**src/rtl/cpu_axi_master_pkg.sv**
```systemverilog
// Shared constants for cpu_axi_master: FSM state encoding, fixed AXI field values
// and the AXI3-style sideband widths used by the bus interface.
package cpu_axi_master_pkg;

  typedef logic [2:0] state_t;

  localparam state_t ST_IDLE   = 3'd0;
  localparam state_t ST_RD_AR  = 3'd1;
  localparam state_t ST_RD_R   = 3'd2;
  localparam state_t ST_WR_REQ = 3'd3;
  localparam state_t ST_WR_B   = 3'd4;

  localparam int AXI_LEN_W   = 8;
  localparam int AXI_SIZE_W  = 3;
  localparam int AXI_BURST_W = 2;
  localparam int AXI_LOCK_W  = 2;
  localparam int AXI_CACHE_W = 4;
  localparam int AXI_PROT_W  = 3;
  localparam int AXI_RESP_W  = 2;

  localparam logic [AXI_BURST_W-1:0] AXI_BURST_INCR = 2'b01;
  localparam logic [AXI_RESP_W-1:0]  AXI_RESP_OKAY  = 2'b00;

  function automatic logic resp_is_err(input logic [AXI_RESP_W-1:0] resp);
    return (resp != AXI_RESP_OKAY);
  endfunction

endpackage

```
**src/rtl/cpu_axi_master_if.sv**
```systemverilog
// AXI master bus between cpu_axi_master and the downstream axi_sram_bridge.
// The master modport drives AR/AW/W and the R/B readies; slave is the mirror.
interface cpu_axi_master_if #(
  parameter int ADDR_W = 32,
  parameter int DATA_W = 32,
  parameter int ID_W   = 4
) ();
  import cpu_axi_master_pkg::*;

  logic [ID_W-1:0]        arid;
  logic [ADDR_W-1:0]      araddr;
  logic [AXI_LEN_W-1:0]   arlen;
  logic [AXI_SIZE_W-1:0]  arsize;
  logic [AXI_BURST_W-1:0] arburst;
  logic [AXI_LOCK_W-1:0]  arlock;
  logic [AXI_CACHE_W-1:0] arcache;
  logic [AXI_PROT_W-1:0]  arprot;
  logic                   arvalid;
  logic                   arready;

  logic [ID_W-1:0]        rid;
  logic [DATA_W-1:0]      rdata;
  logic [AXI_RESP_W-1:0]  rresp;
  logic                   rlast;
  logic                   rvalid;
  logic                   rready;

  logic [ID_W-1:0]        awid;
  logic [ADDR_W-1:0]      awaddr;
  logic [AXI_LEN_W-1:0]   awlen;
  logic [AXI_SIZE_W-1:0]  awsize;
  logic [AXI_BURST_W-1:0] awburst;
  logic [AXI_LOCK_W-1:0]  awlock;
  logic [AXI_CACHE_W-1:0] awcache;
  logic [AXI_PROT_W-1:0]  awprot;
  logic                   awvalid;
  logic                   awready;

  logic [ID_W-1:0]        wid;
  logic [DATA_W-1:0]      wdata;
  logic [DATA_W/8-1:0]    wstrb;
  logic                   wlast;
  logic                   wvalid;
  logic                   wready;

  logic [ID_W-1:0]        bid;
  logic [AXI_RESP_W-1:0]  bresp;
  logic                   bvalid;
  logic                   bready;

  modport master (
    output arid, araddr, arlen, arsize, arburst, arlock, arcache, arprot, arvalid,
    input  arready,
    input  rid, rdata, rresp, rlast, rvalid,
    output rready,
    output awid, awaddr, awlen, awsize, awburst, awlock, awcache, awprot, awvalid,
    input  awready,
    output wid, wdata, wstrb, wlast, wvalid,
    input  wready,
    input  bid, bresp, bvalid,
    output bready
  );

  modport slave (
    input  arid, araddr, arlen, arsize, arburst, arlock, arcache, arprot, arvalid,
    output arready,
    output rid, rdata, rresp, rlast, rvalid,
    input  rready,
    input  awid, awaddr, awlen, awsize, awburst, awlock, awcache, awprot, awvalid,
    output awready,
    input  wid, wdata, wstrb, wlast, wvalid,
    output wready,
    output bid, bresp, bvalid,
    input  bready
  );

endinterface

```
**src/rtl/cpu_axi_master_wr_chan.sv**
```systemverilog
// Write address/data channel tracker: AW and W may complete in either order or
// together; both_done fires in the cycle the second of the two handshakes lands.
module cpu_axi_master_wr_chan (
  input  logic aclk,
  input  logic aresetn,
  input  logic active,
  input  logic awready,
  input  logic wready,
  output logic awvalid,
  output logic wvalid,
  output logic both_done
);

  logic aw_done_r;
  logic w_done_r;
  logic aw_hs_s;
  logic w_hs_s;

  // Valids are pure decodes of registered state, so never depend on *ready
  assign awvalid = active & ~aw_done_r;
  assign wvalid  = active & ~w_done_r;

  // Handshake detection and combined completion
  always_comb begin
    aw_hs_s   = awvalid & awready;
    w_hs_s    = wvalid & wready;
    both_done = active & (aw_done_r | aw_hs_s) & (w_done_r | w_hs_s);
  end

  // Per-channel done flags, cleared together once the pair completes
  always_ff @(posedge aclk or negedge aresetn) begin
    if (!aresetn) begin
      aw_done_r <= 1'b0;
      w_done_r  <= 1'b0;
    end else if (both_done) begin
      aw_done_r <= 1'b0;
      w_done_r  <= 1'b0;
    end else begin
      aw_done_r <= aw_done_r | aw_hs_s;
      w_done_r  <= w_done_r | w_hs_s;
    end
  end

endmodule

```
**src/rtl/cpu_axi_master.sv**
```systemverilog
// Single-outstanding bridge from the CPU req/addr_ok/data_ok interface to AXI.
// Define CPU_AXI_ERR_EN to add cpu_err, flagging a non-OKAY rresp/bresp.
module cpu_axi_master
  import cpu_axi_master_pkg::*;
#(
  parameter int ADDR_W = 32,
  parameter int DATA_W = 32,
  parameter int ID_W   = 4
) (
  input  logic                aclk,
  input  logic                aresetn,
  input  logic                cpu_req,
  input  logic                cpu_wr,
  input  logic [1:0]          cpu_size,
  input  logic [ADDR_W-1:0]   cpu_addr,
  input  logic [DATA_W-1:0]   cpu_wdata,
  input  logic [DATA_W/8-1:0] cpu_wstrb,
  output logic                cpu_addr_ok,
  output logic                cpu_data_ok,
  output logic [DATA_W-1:0]   cpu_rdata,
`ifdef CPU_AXI_ERR_EN
  output logic                cpu_err,
`endif
  cpu_axi_master_if.master    m
);

  state_t              state_r;
  state_t              state_nxt_s;
  logic [ADDR_W-1:0]   addr_r;
  logic [1:0]          size_r;
  logic [DATA_W-1:0]   wdata_r;
  logic [DATA_W/8-1:0] wstrb_r;
  logic [DATA_W-1:0]   rdata_r;
  logic                data_ok_r;
  logic                accept_s;
  logic                ar_hs_s;
  logic                r_hs_s;
  logic                b_hs_s;
  logic                wr_active_s;
  logic                both_done_s;
  logic                bus_unused_s;

  // Acceptance is combinational on cpu_req so back-to-back requests need no bubble
  assign accept_s    = aresetn & cpu_req & (state_r == ST_IDLE);
  assign cpu_addr_ok = accept_s;
  assign cpu_data_ok = data_ok_r;
  assign cpu_rdata   = rdata_r;

  assign ar_hs_s     = m.arvalid & m.arready;
  assign r_hs_s      = m.rvalid & m.rready;
  assign b_hs_s      = m.bvalid & m.bready;
  assign wr_active_s = (state_r == ST_WR_REQ);

  assign m.arvalid = (state_r == ST_RD_AR);
  assign m.rready  = (state_r == ST_RD_R);
  assign m.bready  = (state_r == ST_WR_B);

  assign m.arid    = {ID_W{1'b0}};
  assign m.araddr  = addr_r;
  assign m.arlen   = {AXI_LEN_W{1'b0}};
  assign m.arsize  = {1'b0, size_r};
  assign m.arburst = AXI_BURST_INCR;
  assign m.arlock  = {AXI_LOCK_W{1'b0}};
  assign m.arcache = {AXI_CACHE_W{1'b0}};
  assign m.arprot  = {AXI_PROT_W{1'b0}};

  assign m.awid    = {ID_W{1'b0}};
  assign m.awaddr  = addr_r;
  assign m.awlen   = {AXI_LEN_W{1'b0}};
  assign m.awsize  = {1'b0, size_r};
  assign m.awburst = AXI_BURST_INCR;
  assign m.awlock  = {AXI_LOCK_W{1'b0}};
  assign m.awcache = {AXI_CACHE_W{1'b0}};
  assign m.awprot  = {AXI_PROT_W{1'b0}};

  assign m.wid     = {ID_W{1'b0}};
  assign m.wdata   = wdata_r;
  assign m.wstrb   = wstrb_r;
  assign m.wlast   = 1'b1;

  cpu_axi_master_wr_chan u_wr_chan (
    .aclk      (aclk),
    .aresetn   (aresetn),
    .active    (wr_active_s),
    .awready   (m.awready),
    .wready    (m.wready),
    .awvalid   (m.awvalid),
    .wvalid    (m.wvalid),
    .both_done (both_done_s)
  );

  // Next-state logic for the single-outstanding transaction sequencer
  always_comb begin
    state_nxt_s = state_r;
    case (state_r)
      ST_IDLE: begin
        if (accept_s) begin
          state_nxt_s = cpu_wr ? ST_WR_REQ : ST_RD_AR;
        end else begin
          state_nxt_s = ST_IDLE;
        end
      end
      ST_RD_AR: begin
        if (ar_hs_s) state_nxt_s = ST_RD_R;
        else         state_nxt_s = ST_RD_AR;
      end
      ST_RD_R: begin
        if (r_hs_s) state_nxt_s = ST_IDLE;
        else        state_nxt_s = ST_RD_R;
      end
      ST_WR_REQ: begin
        if (both_done_s) state_nxt_s = ST_WR_B;
        else             state_nxt_s = ST_WR_REQ;
      end
      ST_WR_B: begin
        if (b_hs_s) state_nxt_s = ST_IDLE;
        else        state_nxt_s = ST_WR_B;
      end
      default: state_nxt_s = ST_IDLE;
    endcase
  end

  // State register
  always_ff @(posedge aclk or negedge aresetn) begin
    if (!aresetn) state_r <= ST_IDLE;
    else          state_r <= state_nxt_s;
  end

  // Request capture; the CPU may drop or change its fields right after addr_ok
  always_ff @(posedge aclk or negedge aresetn) begin
    if (!aresetn) begin
      addr_r  <= {ADDR_W{1'b0}};
      size_r  <= 2'b00;
      wdata_r <= {DATA_W{1'b0}};
      wstrb_r <= {(DATA_W/8){1'b0}};
    end else if (accept_s) begin
      addr_r  <= cpu_addr;
      size_r  <= cpu_size;
      wdata_r <= cpu_wdata;
      wstrb_r <= cpu_wstrb;
    end
  end

  // Response path: read data holds until the next read completes
  always_ff @(posedge aclk or negedge aresetn) begin
    if (!aresetn) begin
      rdata_r   <= {DATA_W{1'b0}};
      data_ok_r <= 1'b0;
    end else begin
      if (r_hs_s) rdata_r <= m.rdata;
      data_ok_r <= r_hs_s | b_hs_s;
    end
  end

`ifdef CPU_AXI_ERR_EN
  logic err_r;

  assign cpu_err = err_r;

  // Error flag rides alongside data_ok so it is only ever high with it
  always_ff @(posedge aclk or negedge aresetn) begin
    if (!aresetn) err_r <= 1'b0;
    else          err_r <= (r_hs_s & resp_is_err(m.rresp)) | (b_hs_s & resp_is_err(m.bresp));
  end

  assign bus_unused_s = ^{m.rid, m.rlast, m.bid};
`else
  assign bus_unused_s = ^{m.rid, m.rlast, m.bid, m.rresp, m.bresp};
`endif

endmodule

```
**src/flat_wrapper.sv**
```systemverilog
// flat-port wrapper written by rule: the top's interface ports become plain ports
module cpu_axi_master_flat import cpu_axi_master_pkg::*;
#(
  parameter int ADDR_W = 32,
  parameter int DATA_W = 32,
  parameter int ID_W   = 4
)
  (aclk, aresetn, cpu_req, cpu_wr, cpu_size, cpu_addr, cpu_wdata, cpu_wstrb, cpu_addr_ok, cpu_data_ok, cpu_rdata, m_arid, m_araddr, m_arlen, m_arsize, m_arburst, m_arlock, m_arcache, m_arprot, m_arvalid, m_arready, m_rid, m_rdata, m_rresp, m_rlast, m_rvalid, m_rready, m_awid, m_awaddr, m_awlen, m_awsize, m_awburst, m_awlock, m_awcache, m_awprot, m_awvalid, m_awready, m_wid, m_wdata, m_wstrb, m_wlast, m_wvalid, m_wready, m_bid, m_bresp, m_bvalid, m_bready);
  cpu_axi_master_if #(.ADDR_W(ADDR_W), .DATA_W(DATA_W), .ID_W(ID_W)) m_i ();
  input  logic aclk;
  input  logic aresetn;
  input  logic cpu_req;
  input  logic cpu_wr;
  input  logic [1:0] cpu_size;
  input  logic [ADDR_W-1:0] cpu_addr;
  input  logic [DATA_W-1:0] cpu_wdata;
  input  logic [DATA_W/8-1:0] cpu_wstrb;
  output logic cpu_addr_ok;
  output logic cpu_data_ok;
  output logic [DATA_W-1:0] cpu_rdata;
  output wire logic [$bits(m_i.arid)-1:0] m_arid;
  output wire logic [$bits(m_i.araddr)-1:0] m_araddr;
  output wire logic [$bits(m_i.arlen)-1:0] m_arlen;
  output wire logic [$bits(m_i.arsize)-1:0] m_arsize;
  output wire logic [$bits(m_i.arburst)-1:0] m_arburst;
  output wire logic [$bits(m_i.arlock)-1:0] m_arlock;
  output wire logic [$bits(m_i.arcache)-1:0] m_arcache;
  output wire logic [$bits(m_i.arprot)-1:0] m_arprot;
  output wire logic [$bits(m_i.arvalid)-1:0] m_arvalid;
  input wire logic [$bits(m_i.arready)-1:0] m_arready;
  input wire logic [$bits(m_i.rid)-1:0] m_rid;
  input wire logic [$bits(m_i.rdata)-1:0] m_rdata;
  input wire logic [$bits(m_i.rresp)-1:0] m_rresp;
  input wire logic [$bits(m_i.rlast)-1:0] m_rlast;
  input wire logic [$bits(m_i.rvalid)-1:0] m_rvalid;
  output wire logic [$bits(m_i.rready)-1:0] m_rready;
  output wire logic [$bits(m_i.awid)-1:0] m_awid;
  output wire logic [$bits(m_i.awaddr)-1:0] m_awaddr;
  output wire logic [$bits(m_i.awlen)-1:0] m_awlen;
  output wire logic [$bits(m_i.awsize)-1:0] m_awsize;
  output wire logic [$bits(m_i.awburst)-1:0] m_awburst;
  output wire logic [$bits(m_i.awlock)-1:0] m_awlock;
  output wire logic [$bits(m_i.awcache)-1:0] m_awcache;
  output wire logic [$bits(m_i.awprot)-1:0] m_awprot;
  output wire logic [$bits(m_i.awvalid)-1:0] m_awvalid;
  input wire logic [$bits(m_i.awready)-1:0] m_awready;
  output wire logic [$bits(m_i.wid)-1:0] m_wid;
  output wire logic [$bits(m_i.wdata)-1:0] m_wdata;
  output wire logic [$bits(m_i.wstrb)-1:0] m_wstrb;
  output wire logic [$bits(m_i.wlast)-1:0] m_wlast;
  output wire logic [$bits(m_i.wvalid)-1:0] m_wvalid;
  input wire logic [$bits(m_i.wready)-1:0] m_wready;
  input wire logic [$bits(m_i.bid)-1:0] m_bid;
  input wire logic [$bits(m_i.bresp)-1:0] m_bresp;
  input wire logic [$bits(m_i.bvalid)-1:0] m_bvalid;
  output wire logic [$bits(m_i.bready)-1:0] m_bready;
  assign m_arid = m_i.arid;
  assign m_araddr = m_i.araddr;
  assign m_arlen = m_i.arlen;
  assign m_arsize = m_i.arsize;
  assign m_arburst = m_i.arburst;
  assign m_arlock = m_i.arlock;
  assign m_arcache = m_i.arcache;
  assign m_arprot = m_i.arprot;
  assign m_arvalid = m_i.arvalid;
  assign m_i.arready = m_arready;
  assign m_i.rid = m_rid;
  assign m_i.rdata = m_rdata;
  assign m_i.rresp = m_rresp;
  assign m_i.rlast = m_rlast;
  assign m_i.rvalid = m_rvalid;
  assign m_rready = m_i.rready;
  assign m_awid = m_i.awid;
  assign m_awaddr = m_i.awaddr;
  assign m_awlen = m_i.awlen;
  assign m_awsize = m_i.awsize;
  assign m_awburst = m_i.awburst;
  assign m_awlock = m_i.awlock;
  assign m_awcache = m_i.awcache;
  assign m_awprot = m_i.awprot;
  assign m_awvalid = m_i.awvalid;
  assign m_i.awready = m_awready;
  assign m_wid = m_i.wid;
  assign m_wdata = m_i.wdata;
  assign m_wstrb = m_i.wstrb;
  assign m_wlast = m_i.wlast;
  assign m_wvalid = m_i.wvalid;
  assign m_i.wready = m_wready;
  assign m_i.bid = m_bid;
  assign m_i.bresp = m_bresp;
  assign m_i.bvalid = m_bvalid;
  assign m_bready = m_i.bready;
  cpu_axi_master #(.ADDR_W(ADDR_W), .DATA_W(DATA_W), .ID_W(ID_W)) u_core (.aclk(aclk), .aresetn(aresetn), .cpu_req(cpu_req), .cpu_wr(cpu_wr), .cpu_size(cpu_size), .cpu_addr(cpu_addr), .cpu_wdata(cpu_wdata), .cpu_wstrb(cpu_wstrb), .cpu_addr_ok(cpu_addr_ok), .cpu_data_ok(cpu_data_ok), .cpu_rdata(cpu_rdata), .m(m_i));
endmodule
```
**config.mk**
```make
export PLATFORM = sky130hd
export DESIGN_NAME = cpu_axi_master_flat
export DESIGN_NICKNAME = d
export VERILOG_FILES = /design/src/rtl/cpu_axi_master_pkg.sv /design/src/rtl/cpu_axi_master_if.sv /design/src/rtl/cpu_axi_master_wr_chan.sv /design/src/rtl/cpu_axi_master.sv /design/src/flat_wrapper.sv
export SDC_FILE = /design/constraint.sdc
export NUM_CORES = 1
export LEC_CHECK = 0
export BUFFER_PORTS_ARGS = -buffer_cell sky130_fd_sc_hd__buf_2
export CORE_AREA = 4 4 122 124
export CTS_CLUSTER_DIAMETER = 100
export CTS_CLUSTER_SIZE = 25
export DETAILED_ROUTE_END_ITERATION = 12
export DIE_AREA = 0 0 126 128
export GPL_ROUTABILITY_DRIVEN = 0
export PLACE_DENSITY = 0.67
export SLEW_MARGIN = 20
export SYNTH_ARGS = -nofsm -noshare
export SYNTH_HDL_FRONTEND = slang
export SYNTH_HIERARCHICAL = 1
export SYNTH_SLANG_ARGS = --single-unit
```
**constraint.sdc**
```tcl
create_clock -name aclk -period 5.4 [get_ports aclk]
set_clock_uncertainty 0.2 [all_clocks]
set_input_delay 0.54 -clock aclk [delete_from_list [all_inputs] [get_ports aclk]]
set_output_delay 0.54 -clock aclk [all_outputs]
set_load 0.01 [all_outputs]
```
==> results.cfg <==
[status]
status = complete, but fails checks
violations = hold timing

[cts]
clock_latency_ps = 340
tritoncts = yes
clock_path_buffers = 2
cts.sinks = 108
cts-root-buf = clkbuf_16
postCtsHoldBufs = 0
cts_resized = 0
h-tree-depth = 3
cts_made_buffers = 9
postCtsSetupBuffers = 0
clk_pin_slew_ps = 70

[routing]
drt-initial-drc-count = 60
wire_per_inst_um = 14.8
wl_um = 11000
via_count = 3158
drt_first_pass_iters = 6
vias_per_cell = 4.25
ant_nets = 0
drc = 0

[yosys]
yosysSeqAreaShare = 0.561
syn_inst = 338
ys_types = 21
synth_top_cell_by_area = dfrtp_1
syn_area_per_cell_sq_um = 14.3
ys_top_cells_by_area = dfrtp_1 56%, mux2_2 22%, buf_4 14%
synth.top_cell.area_share = 0.561
ys_warn_count = 6
synth-seq-cells = 108
synth_area_sq_mm = 0.00482

[global_route]
grt-ovfl-total = 0
grt_max_degree = 74
antenna_found_initial = 0
grt_pass1_wl_um = 17100
grt_pass1_vias = 3387
track_usage = 0.134

[cells_and_area]
nets = 682
final_area_sq_mm = 0.00604
insertedDiodeCount = 0
drive_above_1_share = 0.654
areaGrowthSynthToFinish_pct = 25.4
post-route-util = 0.439

[sta]
tightestPinTransition_ps = 818
post-route-min-period_ps = 2720
finalHoldViolations = 1
timing.final.crit_share = 0.504
setup_viol = 0
setup_ws_ps = 2680
holdWs_ps = -2.14
tns_ps = 0
rsz0062_at_grt = false
max_freq_mhz = 367
slew_headroom = 0.454
finalMaxSlewViolations = 0

[placement]
hpwl_um = 8590
pre_cts_ws_ps = 2550
io_buffers = 253
placed_cell_area_sq_mm = 0.00577

[floorplanning]
die_area_sq_mm = 0.0161
io_pins = 320
die_x_um = 126
die_h_um = 128
core_area_sq_mm = 0.0138
rows = 43
start_util = 0.350

[setup_path]
cp.buffers_inverters = 3
cp_slowest_cell = buf_4
critPathCaptureType = output port
crit_type = primary input to output port
r2r_slack_ps = 3030
crit_path_max_incr_delay_ps = 480
path_cells = buf_4 -> nand2_1 -> nor4_4 -> buf_12 -> buf_2
worstPathArrival_ps = 1980
worst-endpoint-required_ps = 4660
crit_fanout = 73
start_kind = primary input
cpLargestDelayFamily = buffers and inverters

[power]
pwr_density_cell_mw_per_mm2 = 588
power_leakage_nw = 3.08
ir_worst_vdd_mv = 0.255

[job]
max_cap_violations = 0

[hold_path]
hp-class = primary input to asynchronous set/reset pin
cell families after synthesis:
| group | synth area share |
|---|---|
| mux | 0.238 |
| simple gates | 0.0190 |
| other cells | 0.00156 |
| buf+inv | 0.164 |
| flops | 0.561 |
| compound gates | 0.0166 |
placed cells by master (no fill, tap or decap), drive strengths merged:
| cell | instances |
|---|---|
| nor3 | 1 |
| conb | 53 |
| a22o | 2 |
| clkbuf | 10 |
| nand2 | 1 |
| a21oi | 3 |
| and2 | 1 |
| buf | 256 |
| clkinv | 1 |
| clkinvlp | 3 |
| nor2 | 2 |
| a221o | 1 |
| dfrtp | 108 |
| inv | 6 |
| nor2b | 2 |
| nor3b | 3 |
| a21o | 1 |
| o21a | 3 |
| mux2 | 102 |
| nand2b | 2 |
| o211ai | 1 |
| nor4 | 1 |
cells in the mapped netlist:
cell      number
a21o_1         1
a21oi_1        3
a221o_1        1
a22o_1         2
and2_1         1
buf_4         88
buf_6         10
conb_1         2
dfrtp_1      108
inv_1          4
mux2_1         6
mux2_2        96
nand2_1        1
nand2b_1       2
nor2_1         2
nor2b_1        2
nor3_1         1
nor3b_1        3
nor4_4         1
o211ai_1       1
o21a_1         3
power breakdown:
group	switching [mW]	leakage [nW]	internal (mW)
clock	0.297	0.127	0.317
sequential	0.237	1.28	1.22
combinational	0.728	1.67	0.757
worst register-to-register path: stages, from the launching register on:
cell and delay (ps):
dfrtp_1 470, inv_1 110, nor3b_1 680, o21a_1 240, o21a_1 160, nand2b_1 120, o211ai_1 90, a22o_1 190
state kept, by name, summed over array words and instances, names as in the netlist:
signal,count
u_core/cpu_data_ok,1
u_core/cpu_rdata,32
u_core/m.araddr,32
u_core/m.wdata,32
u_core/m.wstrb,4
u_core/size_r,2
u_core/state_r,3
u_core/u_wr_chan/aw_done_r,1
u_core/u_wr_chan/w_done_r,1
metal layers:
layer | part of all wire | routed length (um) | GRT usage
met5 | 0 | 0 | 0
met4 | 0.018 | 198 | 0.0568
met3 | 0.10 | 1130 | 0.0454
met2 | 0.53 | 5860 | 0.240
met1 | 0.35 | 3820 | 0.143
metrics by stage:
step           power, mW  hold WS [ps]  std cells
3_5_place_dp        2.99           271        727
6_report            3.55         -2.14        743
2_1_floorplan       2.48          44.4        389
5_1_grt             3.80          48.3        743
3_3_place_gp        2.93           268        727
4_1_cts             3.63          16.8        743
layout make-up:
class | instances | area, sq um
clock buffers | 10 | 229
clock inverters | 6 | 47.5
fillers | 1344 | 7730
inverters | 4 | 15.0
multi-input cells | 179 | 1520
flip-flops and latches | 108 | 2700
well taps | 180 | 225
repair buffers | 256 | 1300
worst paths after layout:
path / end / depth (start not counted) / from
setup / recovery: cpu_addr_ok / 5 / aresetn
hold / removal: u_core/m.araddr[13]$_DFFE_PN0P_ / 1 / aresetn
setup reg to reg: u_core/state_r[1]$_DFF_PN0_ / 7 / u_core/state_r[0]$_DFF_PN0_
hold reg to reg: u_core/m.wdata[31]$_DFFE_PN0P_ / 1 / u_core/m.wdata[31]$_DFFE_PN0P_
max in group asynchronous: u_core/m.araddr[15]$_DFFE_PN0P_ / 2 / aresetn
min in group aclk: u_core/m.araddr[31]$_DFFE_PN0P_ / 2 / cpu_addr[31]
Note: power is estimated with default switching activity, not from simulation.
